**src/rtl/alu_seq_pkg.sv**
```systemverilog
// alu_seq_pkg: command codes, FSM states and
// the operand-requirement classifier for alu_seq.
package alu_seq_pkg;

  localparam logic [3:0] A_ADD  = 4'd0;
  localparam logic [3:0] A_SUB  = 4'd1;
  localparam logic [3:0] A_ADDC = 4'd2;
  localparam logic [3:0] A_SUBC = 4'd3;
  localparam logic [3:0] A_INCA = 4'd4;
  localparam logic [3:0] A_DECA = 4'd5;
  localparam logic [3:0] A_INCB = 4'd6;
  localparam logic [3:0] A_DECB = 4'd7;
  localparam logic [3:0] A_CMP  = 4'd8;
  localparam logic [3:0] A_MULI = 4'd9;
  localparam logic [3:0] A_MULS = 4'd10;

  localparam logic [3:0] L_AND  = 4'd0;
  localparam logic [3:0] L_NAND = 4'd1;
  localparam logic [3:0] L_OR   = 4'd2;
  localparam logic [3:0] L_NOR  = 4'd3;
  localparam logic [3:0] L_XOR  = 4'd4;
  localparam logic [3:0] L_XNOR = 4'd5;
  localparam logic [3:0] L_NOTA = 4'd6;
  localparam logic [3:0] L_NOTB = 4'd7;
  localparam logic [3:0] L_SHRA = 4'd8;
  localparam logic [3:0] L_SHLA = 4'd9;
  localparam logic [3:0] L_SHRB = 4'd10;
  localparam logic [3:0] L_SHLB = 4'd11;
  localparam logic [3:0] L_ROL  = 4'd12;
  localparam logic [3:0] L_ROR  = 4'd13;

  typedef enum logic [1:0] {
    S_IDLE  = 2'd0,
    S_WAIT  = 2'd1,
    S_EXEC  = 2'd2,
    S_EXEC2 = 2'd3
  } state_t;

  typedef enum logic [2:0] {
    CL_TWO = 3'd0,
    CL_A   = 3'd1,
    CL_B   = 3'd2,
    CL_MUL = 3'd3,
    CL_BAD = 3'd4
  } op_class_t;

  function automatic op_class_t cmd_class(
    input logic       mode,
    input logic [3:0] cmd
  );
    op_class_t c;
    c = CL_BAD;
    if (mode) begin
      case (cmd)
        A_ADD, A_SUB, A_ADDC,
        A_SUBC, A_CMP:          c = CL_TWO;
        A_INCA, A_DECA:         c = CL_A;
        A_INCB, A_DECB:         c = CL_B;
        A_MULI, A_MULS:         c = CL_MUL;
        default:                c = CL_BAD;
      endcase
    end else begin
      case (cmd)
        L_AND, L_NAND, L_OR,
        L_NOR, L_XOR, L_XNOR,
        L_ROL, L_ROR:           c = CL_TWO;
        L_NOTA, L_SHRA, L_SHLA: c = CL_A;
        L_NOTB, L_SHRB, L_SHLB: c = CL_B;
        default:                c = CL_BAD;
      endcase
    end
    return c;
  endfunction

endpackage

```
**src/rtl/alu_seq_core.sv**
```systemverilog
// alu_core: combinational compute of result and
// flags from the latched command and operands.
module alu_core
  import alu_seq_pkg::*;
#(
  parameter int W = 8
) (
  input  logic           mode_i,
  input  logic           cin_i,
  input  logic [3:0]     cmd_i,
  input  logic [W-1:0]   a_i,
  input  logic [W-1:0]   b_i,
  output logic [2*W-1:0] res_o,
  output logic           cout_o,
  output logic           of_o,
  output logic           g_o,
  output logic           l_o,
  output logic           e_o,
  output logic           err_o
);

  localparam int SW = $clog2(W);
  localparam logic [2*W-1:0] ONE =
    {{(2*W-1){1'b0}}, 1'b1};
  localparam logic [2*W-1:0] M1 =
    {{(W-1){1'b0}}, {(W+1){1'b1}}};

  logic [2*W-1:0] ax, bx, cx;
  logic [2*W-1:0] add_r, sub_r;
  logic [W-1:0]   a_sh, hi, lw;
  logic [SW-1:0]  sh;
  logic [2*W-1:0] dbl;

  assign ax    = {{W{1'b0}}, a_i};
  assign bx    = {{W{1'b0}}, b_i};
  assign cx    = {{(2*W-1){1'b0}}, cin_i};
  assign add_r = ax + bx
               + ((cmd_i == A_ADDC) ? cx : '0);
  assign sub_r = ax - bx
               - ((cmd_i == A_SUBC) ? cx : '0);
  assign a_sh  = a_i << 1;
  assign sh    = b_i[SW-1:0];
  assign hi    = b_i >> SW;

  // decode the command into result and flags
  always_comb begin
    res_o  = '0;
    cout_o = 1'b0;
    of_o   = 1'b0;
    g_o    = 1'b0;
    l_o    = 1'b0;
    e_o    = 1'b0;
    err_o  = 1'b0;
    lw     = '0;
    dbl    = '0;
    if (mode_i) begin
      case (cmd_i)
        A_ADD, A_ADDC: begin
          res_o  = add_r;
          cout_o = add_r[W];
        end
        A_SUB, A_SUBC: begin
          res_o = sub_r;
          of_o  = sub_r[2*W-1];
        end
        A_INCA: res_o = ax + ONE;
        A_DECA: res_o = (ax - ONE) & M1;
        A_INCB: res_o = bx + ONE;
        A_DECB: res_o = (bx - ONE) & M1;
        A_CMP: begin
          e_o = (a_i == b_i);
          g_o = (a_i >  b_i);
          l_o = (a_i <  b_i);
        end
        A_MULI: res_o = (ax + ONE) * (bx + ONE);
        A_MULS: res_o = {{W{1'b0}}, a_sh} * bx;
        default: err_o = 1'b1;
      endcase
    end else begin
      case (cmd_i)
        L_AND:  lw = a_i & b_i;
        L_NAND: lw = ~(a_i & b_i);
        L_OR:   lw = a_i | b_i;
        L_NOR:  lw = ~(a_i | b_i);
        L_XOR:  lw = a_i ^ b_i;
        L_XNOR: lw = ~(a_i ^ b_i);
        L_NOTA: lw = ~a_i;
        L_NOTB: lw = ~b_i;
        L_SHRA: lw = a_i >> 1;
        L_SHLA: lw = a_i << 1;
        L_SHRB: lw = b_i >> 1;
        L_SHLB: lw = b_i << 1;
        L_ROL: begin
          dbl = {a_i, a_i} << sh;
          lw  = dbl[2*W-1:W];
          if (|hi) begin
            lw    = '0;
            err_o = 1'b1;
          end
        end
        L_ROR: begin
          dbl = {a_i, a_i} >> sh;
          lw  = dbl[W-1:0];
          if (|hi) begin
            lw    = '0;
            err_o = 1'b1;
          end
        end
        default: err_o = 1'b1;
      endcase
      res_o = {{W{1'b0}}, lw};
    end
  end

endmodule

```
**src/rtl/alu_seq.sv**
```systemverilog
// alu_seq: registered ALU with operand collection,
// timeout and a two-stage multiply path.
module alu_seq
  import alu_seq_pkg::*;
#(
  parameter int W       = 8,
  parameter int TIMEOUT = 16
) (
  input  logic           clk,
  input  logic           rst,
  input  logic           CE,
  input  logic           MODE,
  input  logic           Cin,
  input  logic [1:0]     IN_valid,
  input  logic [3:0]     CMD,
  input  logic [W-1:0]   OPA,
  input  logic [W-1:0]   OPB,
  output logic           READY,
  output logic           OUT_valid,
  output logic [2*W-1:0] RES,
  output logic           COUT,
  output logic           OF,
  output logic           G,
  output logic           L,
  output logic           E,
  output logic           ERR
);

  localparam int CW = $clog2(TIMEOUT + 1);
  localparam logic [CW-1:0] CNT_LAST =
    CW'(TIMEOUT - 1);

  state_t         state_q, state_d;
  logic [CW-1:0]  cnt_q, cnt_d;
  logic           mode_q, mode_d;
  logic           cin_q, cin_d;
  logic [3:0]     cmd_q, cmd_d;
  logic [W-1:0]   a_q, a_d, b_q, b_d;
  logic           need_b_q, need_b_d;
  logic           miss_q, miss_d;
  logic [2*W-1:0] prod_q, prod_d;
  logic [2*W-1:0] res_q, res_d;
  logic           cout_q, cout_d, of_q, of_d;
  logic           g_q, g_d, l_q, l_d, e_q, e_d;
  logic           err_q, err_d, ov_q, ov_d;

  op_class_t      cls_in, cls_q;
  logic [2*W-1:0] c_res;
  logic           c_cout, c_of, c_g, c_l;
  logic           c_e, c_err;

  alu_core #(.W(W)) u_core (
    .mode_i (mode_q),
    .cin_i  (cin_q),
    .cmd_i  (cmd_q),
    .a_i    (a_q),
    .b_i    (b_q),
    .res_o  (c_res),
    .cout_o (c_cout),
    .of_o   (c_of),
    .g_o    (c_g),
    .l_o    (c_l),
    .e_o    (c_e),
    .err_o  (c_err)
  );

  assign cls_in    = cmd_class(MODE, CMD);
  assign cls_q     = cmd_class(mode_q, cmd_q);
  assign READY     = (state_q == S_IDLE);
  assign OUT_valid = ov_q & CE;
  assign RES       = res_q;
  assign COUT      = cout_q;
  assign OF        = of_q;
  assign G         = g_q;
  assign L         = l_q;
  assign E         = e_q;
  assign ERR       = err_q;

  // next-state: operand collection, timeout, execute
  always_comb begin
    state_d  = state_q;
    cnt_d    = cnt_q;
    mode_d   = mode_q;
    cin_d    = cin_q;
    cmd_d    = cmd_q;
    a_d      = a_q;
    b_d      = b_q;
    need_b_d = need_b_q;
    miss_d   = miss_q;
    prod_d   = prod_q;
    res_d    = res_q;
    cout_d   = cout_q;
    of_d     = of_q;
    g_d      = g_q;
    l_d      = l_q;
    e_d      = e_q;
    err_d    = err_q;
    ov_d     = 1'b0;
    case (state_q)
      S_IDLE: begin
        if (IN_valid != 2'b00) begin
          mode_d  = MODE;
          cin_d   = Cin;
          cmd_d   = CMD;
          cnt_d   = '0;
          miss_d  = 1'b0;
          state_d = S_EXEC;
          if (IN_valid[0]) a_d = OPA;
          if (IN_valid[1]) b_d = OPB;
          if ((cls_in == CL_TWO ||
               cls_in == CL_MUL) &&
              IN_valid != 2'b11) begin
            state_d  = S_WAIT;
            need_b_d = ~IN_valid[1];
          end
          if (cls_in == CL_A && !IN_valid[0])
            miss_d = 1'b1;
          if (cls_in == CL_B && !IN_valid[1])
            miss_d = 1'b1;
        end
      end
      S_WAIT: begin
        if (need_b_q ? IN_valid[1]
                     : IN_valid[0]) begin
          if (need_b_q) b_d = OPB;
          else          a_d = OPA;
          cnt_d   = '0;
          state_d = S_EXEC;
        end else if (cnt_q == CNT_LAST) begin
          cnt_d   = '0;
          res_d   = '0;
          cout_d  = 1'b0;
          of_d    = 1'b0;
          g_d     = 1'b0;
          l_d     = 1'b0;
          e_d     = 1'b0;
          err_d   = 1'b1;
          ov_d    = 1'b1;
          state_d = S_IDLE;
        end else begin
          cnt_d = cnt_q + 1'b1;
        end
      end
      S_EXEC: begin
        if (cls_q == CL_MUL) begin
          prod_d  = c_res;
          state_d = S_EXEC2;
        end else begin
          res_d   = miss_q ? '0 : c_res;
          cout_d  = c_cout & ~miss_q;
          of_d    = c_of   & ~miss_q;
          g_d     = c_g    & ~miss_q;
          l_d     = c_l    & ~miss_q;
          e_d     = c_e    & ~miss_q;
          err_d   = c_err  |  miss_q;
          ov_d    = 1'b1;
          state_d = S_IDLE;
        end
      end
      default: begin
        res_d   = prod_q;
        cout_d  = 1'b0;
        of_d    = 1'b0;
        g_d     = 1'b0;
        l_d     = 1'b0;
        e_d     = 1'b0;
        err_d   = 1'b0;
        ov_d    = 1'b1;
        state_d = S_IDLE;
      end
    endcase
  end

  // state update; reset wins, CE=0 freezes all
  always_ff @(posedge clk) begin
    if (rst) begin
      state_q  <= S_IDLE;
      cnt_q    <= '0;
      mode_q   <= 1'b0;
      cin_q    <= 1'b0;
      cmd_q    <= '0;
      a_q      <= '0;
      b_q      <= '0;
      need_b_q <= 1'b0;
      miss_q   <= 1'b0;
      prod_q   <= '0;
      res_q    <= '0;
      cout_q   <= 1'b0;
      of_q     <= 1'b0;
      g_q      <= 1'b0;
      l_q      <= 1'b0;
      e_q      <= 1'b0;
      err_q    <= 1'b0;
      ov_q     <= 1'b0;
    end else if (CE) begin
      state_q  <= state_d;
      cnt_q    <= cnt_d;
      mode_q   <= mode_d;
      cin_q    <= cin_d;
      cmd_q    <= cmd_d;
      a_q      <= a_d;
      b_q      <= b_d;
      need_b_q <= need_b_d;
      miss_q   <= miss_d;
      prod_q   <= prod_d;
      res_q    <= res_d;
      cout_q   <= cout_d;
      of_q     <= of_d;
      g_q      <= g_d;
      l_q      <= l_d;
      e_q      <= e_d;
      err_q    <= err_d;
      ov_q     <= ov_d;
    end
  end

endmodule

```
**config.mk**
```make
export PLATFORM = sky130hd
export DESIGN_NAME = alu_seq
export DESIGN_NICKNAME = d
export VERILOG_FILES = /design/src/rtl/alu_seq_pkg.sv /design/src/rtl/alu_seq_core.sv /design/src/rtl/alu_seq.sv
export SDC_FILE = /design/constraint.sdc
export NUM_CORES = 1
export LEC_CHECK = 0
export BUFFER_PORTS_ARGS = -buffer_cell sky130_fd_sc_hd__buf_2
export CAP_MARGIN = 20
export CORE_MARGIN = 2
export CORE_UTILIZATION = 65
export DETAILED_ROUTE_END_ITERATION = 16
export GPL_TIMING_DRIVEN = 0
export MAX_ROUTING_LAYER = met4
export PLACE_DENSITY_LB_ADDON = 0.3
export SLEW_MARGIN = 20
export SYNTH_ARGS = -nofsm -noshare
export SYNTH_HDL_FRONTEND = slang
export SYNTH_SLANG_ARGS = --single-unit
```
**constraint.sdc**
```tcl
create_clock -name clk -period 6.7 [get_ports clk]
set_clock_uncertainty 0.1 [all_clocks]
set_input_delay 0.67 -clock clk [delete_from_list [all_inputs] [get_ports clk]]
set_output_delay 0.67 -clock clk [all_outputs]
set_load 0.01 [all_outputs]
```
==> metrics.txt <==
CTS tree yes; DP Worst Slack -0.724 ns; Clock Sinks 76; final-stage net count roughly 1700; DRT Pass-1 Iters 6; Seq/Total Area, Yosys about an eighth; most common cell after layout, fill and taps aside nor2_1; final setup margin about 0.11 ns; YS warnings 0; area added between synthesis and finish 8.43%; Placement Cell Area 12000 µm²; crit path max fanout 10; Final min period around 6.6 ns; largest family of logic cells by synthesized area adder cells; FF-to-FF setup slack 0.11 ns; final core occ 72.1%; FP Rows between 40 and 50; Slowest-stage cell, CP fa_1; Crit path depth 19; Ant. Diodes 0; syn nets around 1700; first-pass GRT wire length around 63000 µm; H-tree lvl count 3; Req. time, crit path approximately 7 ns; Clock Tree Root clkbuf_16; max incr delay on CP around 0.57 ns; Synth Area in Adders between 20 and 30%; worst path bufs/invs 5; total gr overflow 0; gpl congestion ~1.1; chip height approximately 140 µm; asr flop ratio synth 0%; ys flop type dfxtp_1; Max Cap Viol 0; Pleak approximately 5.4 nW; Worst Hold Class flop to flop; endpoints failing setup 0; crit-path cells clkbuf_2, inv_1, nor3_1, xnor2_2, nand2b_1, fa_1, inv_1, fa_1, inv_1, fa_1, fa_1, inv_1, ha_1, a211oi_1, o22ai_1, a211oi_1, o21ai_0, a221oi_1, a211oi_1; cells after synthesis ~1500; worst r2r path cells 19; Worst-path clk slew about 0.07 ns; largest net degree at the start of global routing 15; VDD IR max 0.137 mV; crit share post-route between 90% and 100%; detailed placement HPWL roughly 32000 µm; fraction of layout cells with a size suffix above 1 about a tenth; vias in the first global route 11288; Clock Path Buffers 2; arrival time worst endpoint between 6 and 7 ns; full die area ~19000 µm²; Slew HR 20.0%; vias per cell just under 7; Pwr Total ~0.0017 W; Compound-Gate Fraction of Synth Area between 10% and 20%; initial antenna violation count 0; Post-Synth XOR/XNOR Area under 10%; IO Port Bufs 48; Final Max Slew Viols 0; Post-synth EDFFs 0; crit path launch type flop; Initial Util 66.5%; Slew @ Worst Pin approximately 1.2 ns; Crit. End Element flop; Ports slightly above 50; post-DR wirelength/cell approximately 23 µm; Post-Route WL 41400 µm; Die W approximately 140 µm; placed instance count roughly 1700; DRC Markers 0; FF+latch count, synth between 70 and 80; Fmax achieved approximately 0.15 GHz; post-route cell area 12400 µm²; PwrDens 141 nW/µm²; synthesized area around 11000 µm²; post-synthesis cell type count 83; simple-gate portion of the synthesized area between 20% and 30%; Core Footprint 17200 µm²; Antenna Nets Post-Route 0; Finished Layout Cells about 1800; CP Class flop to flop; Worst path top cell family by delay adder cells; status finished, final reports clean; CTS buffer count 9; worst skew pair latency ~0.35 ns; GRT Total Usage between 40% and 50%; DRT iter0 DRCs roughly 1400; fillcell total around 1400; routed vias approximately 12000; Hold-fix buffers, CTS 0; commonest non-fill, non-tap cells in the layout nor2_1 (207), inv_1 (160), nand2_1 (106), ha_1 (104), fa_1 (80); Fin. Hold Viols 0; WHS Path Cells 2; fraction of synthesized area in multiplexers just over 7%; Syn Area/Cell roughly 7.8 µm²
logic make-up (layout without fill, tap and decap cells):
logic type	Yosys count	in the layout
muxes	63	63
buffers and inverters	250	314
xor gates and xnor gates	73	73
DFF	76	76
AOI/OAI and AO/OA	310	310
and+or+nand+nor	519	519
adders and majority gates	184	184
final timing paths:
check / endpoint / from
hold reg to reg: ERR / ERR
setup reg to reg: RES[7] / a_q[1]
hold / removal: ERR / ERR
setup / recovery: RES[7] / a_q[1]
area by class of cell:
cell class                 instances  area [µm²]  share of cell area (%)
sequential                        76        1530                    12.3
clock buffer                      10         239                    1.92
timing repair buffer              49         248                    1.99
buffer                            85         368                    2.96
tap                              225         282                    2.27
inverter                         164         623                    5.02
multi-input combinational       1149        9060                    73.0
clock inverter                     6        71.3                   0.574
layer usage:
metal	track usage, %	share of wire, %	vias up
met5	-	0	-
met4	23.7	6.3	0
met3	11.3	13	237
met2	69.2	43	922
met1	56.4	37	5564
li1	-	-	5244
flip-flops by register name, summed over array words and instances (netlist names), 2 cells and up, named ones only:
register,count
RES,16
a_q,8
b_q,8
cmd_q,4
cnt_q,5
prod_q,16
state_q,2
timing repair:
action                     in CTS  in global routing
hold endpoints to repair        0                  0
buffers inserted                1                  0
resized for setup              11                 30
setup endpoints to repair      12                 16
pin swaps                       1                  1
through the flow:
step / hold slack, ns / setup TNS (ns)
detailed placement: 0.348 / -4.35
global placement: 0.339 / -2.66
CTS: 0.357 / 0
floorplan: 0.332 / 0
global route: 0.369 / -0.145
finish: 0.356 / 0
worst reg2reg max path, stage by stage (launching register included):
cell      delay [ns]
dfxtp_2         0.54
clkbuf_2        0.28
inv_1           0.22
nor3_1          0.35
xnor2_2         0.23
nand2b_1        0.26
fa_1            0.57
inv_1           0.05
fa_1            0.50
inv_1           0.05
fa_1            0.47
fa_1            0.55
inv_1           0.04
ha_1            0.31
a211oi_1        0.53
o22ai_1         0.18
a211oi_1        0.32
o21ai_0         0.29
a221oi_1        0.48
a211oi_1        0.13
synthesized netlist by cell type, drive strengths merged, types with 17 or more instances:
library cell  number  area, µm²
inv              161        604
ha               104       1300
nor3              47        240
o22ai             17        106
mux2i             45        450
nand2            106        398
xnor2             58        508
a21oi             62        310
dfxtp             76       1520
fa                80       1600
buf               33        154
nand2b            23        144
nor2             207        777
clkbuf            53        199
o21ai             62        310
nand3             31        155
a211oi            32        245
where the power goes:
part	switching [W]	total [W]	internal, W	leakage [nW]
combinational	0.000481	0.000727	0.000245	4.61
clock	0.000218	0.000520	0.000302	0.146
sequential	0.0000248	0.000498	0.000474	0.619
total	0.000724	0.00175	0.00102	5.38
No activity file was read; power rests on OpenSTA's default activity.
